<file path="config.mk">
export PLATFORM = sky130hd
export DESIGN_NAME = pipe_ctrl
export DESIGN_NICKNAME = d
export VERILOG_FILES = /design/src/rtl/pipe_ctrl.sv
export SDC_FILE = /design/constraint.sdc
export NUM_CORES = 1
export LEC_CHECK = 0
export CORE_ASPECT_RATIO = 1.75
export CORE_MARGIN = 3
export CORE_UTILIZATION = 50
export DETAILED_ROUTE_END_ITERATION = 10
export HOLD_SLACK_MARGIN = 0.02
export PLACE_DENSITY_LB_ADDON = 0.1
export SYNTH_ARGS = -nofsm -noshare
export SYNTH_HDL_FRONTEND = slang
export SYNTH_SLANG_ARGS = --single-unit
</file>
<file path="constraint.sdc">
create_clock -name clk -period 2.5 [get_ports clk]
set_input_delay 0.375 -clock clk [delete_from_list [all_inputs] [get_ports clk]]
set_output_delay 0.375 -clock clk [all_outputs]
set_load 0.05 [all_outputs]
</file>
<file path="src/rtl/pipe_ctrl.sv">
// Pipeline hazard/flow controller: load-use stalls, taken-branch flushes,
// instruction-memory wait handling, halt, and stall/timeout bookkeeping.
module pipe_ctrl #(
  parameter int unsigned FLUSH_DEPTH = 2,
  parameter int unsigned WAIT_LIMIT  = 255
) (
  input  logic        clk,
  input  logic        rst_n,
  input  logic [5:0]  in_id_rs,
  input  logic [5:0]  in_id_rt,
  input  logic        in_id_uses_rs,
  input  logic        in_id_uses_rt,
  input  logic        in_ex_memread,
  input  logic [5:0]  in_ex_rd,
  input  logic        in_branch_taken,
  input  logic        in_imem_ready,
  input  logic        in_halt,
  output logic        out_pc_we,
  output logic        out_ifid_we,
  output logic        out_ifid_flush,
  output logic        out_idex_flush,
  output logic [1:0]  out_state,
  output logic [15:0] out_stall_count,
  output logic        out_timeout
);

  typedef enum logic [1:0] {
    ST_RUN   = 2'd0,
    ST_WAIT  = 2'd1,
    ST_FLUSH = 2'd2,
    ST_HALT  = 2'd3
  } state_e;

  localparam logic [3:0] FLUSH_RELOAD = 4'(FLUSH_DEPTH - 1);
  localparam logic [7:0] WAIT_MAX     = 8'(WAIT_LIMIT);

  state_e      state_q, state_d;
  logic [3:0]  flush_cnt_q, flush_cnt_d;
  logic [7:0]  wait_cnt_q, wait_cnt_d;
  logic [15:0] stall_cnt_q, stall_cnt_d;
  logic        timeout_q, timeout_d;

  logic pc_we, ifid_we, ifid_flush, idex_flush;
  logic load_use;

  assign load_use = in_ex_memread && (in_ex_rd != 6'd0) &&
                    ((in_id_uses_rs && (in_id_rs == in_ex_rd)) ||
                     (in_id_uses_rt && (in_id_rt == in_ex_rd)));

  always_comb begin
    // NOTE: every signal gets a default first so no path leaves it unassigned (no latches).
    state_d     = state_q;
    flush_cnt_d = flush_cnt_q;
    wait_cnt_d  = wait_cnt_q;
    pc_we       = 1'b0;
    ifid_we     = 1'b0;
    ifid_flush  = 1'b0;
    idex_flush  = 1'b0;

    if (state_q == ST_HALT) begin
      idex_flush = 1'b1;
    end else if (in_halt) begin
      idex_flush = 1'b1;
      state_d    = ST_HALT;
    end else if (in_branch_taken) begin
      pc_we      = 1'b1;
      ifid_we    = 1'b1;
      ifid_flush = 1'b1;
      idex_flush = 1'b1;
      if (FLUSH_DEPTH == 1) begin
        state_d = ST_RUN;
      end else begin
        flush_cnt_d = FLUSH_RELOAD;
        state_d     = ST_FLUSH;
      end
    end else if (load_use) begin
      // Bubble into EX while PC and IF/ID hold; state and counters freeze.
      idex_flush = 1'b1;
    end else begin
      case (state_q)
        ST_RUN: begin
          ifid_we = 1'b1;
          if (!in_imem_ready) begin
            ifid_flush = 1'b1;
            wait_cnt_d = 8'd0;
            state_d    = ST_WAIT;
          end else begin
            pc_we = 1'b1;
          end
        end
        ST_WAIT: begin
          ifid_we = 1'b1;
          if (!in_imem_ready) begin
            ifid_flush = 1'b1;
            if (wait_cnt_q < WAIT_MAX) wait_cnt_d = wait_cnt_q + 8'd1;
          end else begin
            pc_we   = 1'b1;
            state_d = ST_RUN;
          end
        end
        ST_FLUSH: begin
          // Fetched data is discarded here anyway, so imem readiness is not consulted.
          pc_we       = 1'b1;
          ifid_we     = 1'b1;
          ifid_flush  = 1'b1;
          flush_cnt_d = flush_cnt_q - 4'd1;
          if (flush_cnt_q <= 4'd1) begin
            flush_cnt_d = 4'd0;
            state_d     = ST_RUN;
          end
        end
        default: ;
      endcase
    end
  end

  always_comb begin
    stall_cnt_d = stall_cnt_q;
    if (!pc_we && (state_q != ST_HALT) && (stall_cnt_q != 16'hFFFF))
      stall_cnt_d = stall_cnt_q + 16'd1;
    timeout_d = timeout_q || (wait_cnt_d == WAIT_MAX);
  end

  // NOTE: sequential state uses non-blocking assignments so all flops sample pre-edge values.
  always_ff @(posedge clk or negedge rst_n) begin
    if (!rst_n) begin
      state_q     <= ST_RUN;
      flush_cnt_q <= 4'd0;
      wait_cnt_q  <= 8'd0;
      stall_cnt_q <= 16'd0;
      timeout_q   <= 1'b0;
    end else begin
      state_q     <= state_d;
      flush_cnt_q <= flush_cnt_d;
      wait_cnt_q  <= wait_cnt_d;
      stall_cnt_q <= stall_cnt_d;
      timeout_q   <= timeout_d;
    end
  end

  // Enables are gated by rst_n so they drop to 0 immediately while reset is held.
  assign out_pc_we       = rst_n && pc_we;
  assign out_ifid_we     = rst_n && ifid_we;
  assign out_ifid_flush  = rst_n && ifid_flush;
  assign out_idex_flush  = rst_n && idex_flush;
  assign out_state       = state_q;
  assign out_stall_count = stall_cnt_q;
  assign out_timeout     = timeout_q;

endmodule

</file>
==> results.txt <==
* Power density over the cells: 809 nW/um2
- Count of hold-fix buffers inserted at cts: 0
- CP Launch Type: primary input
- The via count of the first global-routing pass came to 2080.
* Remaining design rule violation count: 0
* Antenna Violating Nets Remaining: 0
* Number of distinct library cell variants in the gate-level netlist after synthesis: 54
- TritonCTS built the clock tree.
- The share of the Yosys chip area taken by registers is 37.4%.
* Leakage power figure: 1.34 nW
- Vertical extent of the die: 91.2 um
* Final Routed Wirelength: 5830 um
- Async S/R FF share, synth: 100%
* Initial antenna violation count: 0
- The synthesized design contains 0 enable-type register cells.
- The repair_antennas step left the layout with diodes totalling 0.
* Number of ports placed on the die boundary: 49
- By area, the combinational part of the netlist is dominated by simple AND/OR/NAND/NOR gates.
- Tightest hold margin: 498 ps
- Fraction of post-synthesis cell area in the top cell type by area: 37.4%
* Synthesis-to-layout area growth: 48.6%
- Clock buffers created by TritonCTS: 5
* Share of the synthesized area in compound gates (AO/OA/AOI/OAI): 19.3%
* Min-Delay Path Class: flop to flop
* Warnings, synthesis: 0
* Vias per Instance: 5.74
- Max FO, Critical Path: 3
- Largest incremental delay on the critical path: 480 ps
- The top cell types in the final layout, fill and taps aside, are 39 x buf_4, 32 x clkdlybuf4s50_1, 31 x dfrtp_1, 22 x nand2_1, 19 x xnor2_1.
- The worst-case IR drop observed on VDD is 823 uV.
* Instance count of the mapped netlist: 216
- The die covers 4990 um2.
* Final GP Congestion: 0.824
* Cell with the largest stage delay on the worst path: clkdlybuf4s50_1
- Total via count after detailed routing: 2036
* Mean Syn Cell Area: 9.60 um2
- Count of clock tree sinks: 31
- Capture instance of the worst register-to-register path: out_timeout
- Setup total negative slack on the finished layout was measured at 0 ps.
* Setup slack after layout: 47.2 ps
- Dominant cells by area after synthesis: dfrtp_1 37%, xnor2_1 10%, ha_1 5.4%, nand2_1 4.2%, and4_1 2.5%
- STA puts the critical path data required time at 2120 ps.
* First-pass detailed-route iteration total: 4
- The synthesized netlist devotes 5.43% of its cell area to adder and majority cells.
- The tool flagged a number of max-cap violations equal to 0.
- Source of the worst register-to-register timing path: out_state[1]
- In this run, the number of DRC markers left after iteration 0 of detailed routing was 36.
- Multiplexer share of the synthesized area: 2.53%
* Post-Syn Area: 2070 um2
- Worst Hold Path EP: out_stall_count[9]
- Category of the critical setup timing path: primary input to primary output
- Clock root buffer: clkbuf_8
* Post-layout minimum cycle time: 2450 ps
- The count of final hold-check violations came to 0.
* Dpl hpwl: 4500 um
* Placement Rows: 30
* Simple-gate area share of the yosys netlist: 21.8%
- The final critical path takes up 98.1% of the cycle.
* Most common library cell in the layout ignoring fill and taps: buf_4
- Of all cell types, the one taking the most synthesized area is dfrtp_1.
- Synthesis produced a netlist with a net count of 251.
* List of cells traversed by the critical path: clkdlybuf4s50_1 > xnor2_1 > nand4_1 > o22ai_4 > nand2_2 > o211ai_1 > inv_1 > buf_12
- After clock tree synthesis, the clock-pin slew on the worst setup and hold paths is 60 ps.
* Transition at the pin with the smallest max-transition slack: 507 ps
- Final total power: 0.00249 W
* Floorplan die width: 54.7 um
- Xor and xnor area share after synthesis: 11.0%
* Port bufs: 48
- Among all flip-flop cells after synthesis, the most frequent one is dfrtp_1.
* Slew HR: 65.3%
- Largest net degree at the start of global routing: 32
* Worst-Skew Late Latency: 280 ps
- The startpoint identified for the worst hold timing path is out_stall_count[9].
- Number of nets in the layout: 341
- For this run the aggregate overflow at the end of global routing stands at 0.
* Hold Path Depth: 1
- Measured in cells, the most critical reg-to-reg path has a length of 8.
- The floorplan step defined a core boundary enclosing 3940 um2.
- Derived from the worst setup path, the maximum achievable clock frequency is 408 MHz.
* Worst reg2reg setup slack: 180 ps
* Worst Setup End Kind: primary output
* H-tree level count: 2
- WL per Instance: 16.4 um
- All-Layer GR Usage: 24.7%
- The filler cells instantiated in the layout total 285.
- For this configuration, the core starts out at a cell density of 52.6%.
- The first global-routing pass estimated 9170 um of wire.
- Arrival time at the worst endpoint: 2080 ps
- Clock skew on the completed layout was measured at 6.22 ps.
- Placement-stage worst setup slack: -312 ps
- The synthesized design contains 31 register bits.
- Final design utilization: 78.2%
* Run status: finished clean
* Share of cells above drive strength 1: 25.1%
- Number of setup violations in the final report: 0
- Pins Over Slew Limit: 0
- Maximum clock insertion buffer count: 2
## worst max path at each step
stage | start | end | slack, ps | cells after the start
floorplan | in_ex_rd[0] | out_ifid_flush | -30 | 5
global placement | in_ex_rd[0] | out_timeout | -280 | 7
detailed placement | in_ex_rd[0] | out_timeout | -310 | 7
CTS | in_ex_rd[2] | out_ifid_flush | 4 | 7
global route | in_id_rt[3] | out_ifid_we | -70 | 8
finish | in_id_rt[3] | out_ifid_we | 50 | 8
## report_power, final
group / total (W) / leakage, nW / switching (W) / internal, W
combinational: 0.00133 / 0.901 / 0.000766 / 0.000562
sequential: 0.000775 / 0.399 / 0.000154 / 0.000621
clock: 0.000390 / 0.0402 / 0.000197 / 0.000193
total: 0.00249 / 1.34 / 0.00112 / 0.00138
## cell type report
class / count / area, um2 / share of cell area (%)
Inverter: 11 / 41.3 / 1.34
Clock buffer: 5 / 68.8 / 2.23
Clock inverter: 3 / 20.0 / 0.650
Tap cell: 48 / 60.1 / 1.95
Multi-Input combinational cell: 171 / 1330 / 43.0
Sequential cell: 31 / 776 / 25.2
Timing Repair Buffer: 86 / 790 / 25.6
## metal layers
metal	GRT usage (%)	part of all wire [%]
met1	24.8	34
met5	0	0
met3	3.61	3.7
met4	11.0	3.9
met2	45.8	58
## logic make-up (layout without fill, tap and decap cells)
| family | count (synthesis) | after routing |
|---|---|---|
| compound gates | 48 | 48 |
| simple gates | 83 | 83 |
| buf+inv | 14 | 105 |
| xor+xnor | 26 | 26 |
| mux | 5 | 5 |
| fa+ha+maj | 9 | 9 |
| flops | 31 | 31 |
## registers in the layout (all words and copies together) (netlist names)
register and count:
flush_cnt_q 4, out_state 2, out_timeout 1, out_stall_count 16, wait_cnt_q 8
## critical path: cells and delay by family
kind	cells	cell delay (ps)
AOI/OAI and AO/OA	2	480
xor gates and xnor gates	1	140
buffers and inverters	3	800
and+or+nand+nor	2	260
## cell usage after synthesis (all sizes together), types with 3 or more instances
master  number
nor3b        3
xnor2       24
o211ai       3
o21ai        9
nand2       23
dfrtp       31
a21oi        9
nor2        14
nor3         5
and3         4
mux2i        3
a22o         3
a211oi       3
inv         11
nand3       10
ha           9
a31oi        3
nand4        5
or4          3
and4         6
## through the flow
stage,cells,instance area [um2]
2_1_floorplan,216,2070
3_3_place_gp,340,2860
3_5_place_dp,340,2860
4_1_cts,354,3000
5_1_grt,355,3080
6_report,355,3080
## what timing repair did
action,in CTS,in global routing
resized for setup,13,14
setup endpoints to repair,5,8
pin swaps,12,8
endpoints found under the hold margin,0,0
buffers inserted,6,1
Power figures use the tool's default switching activity.
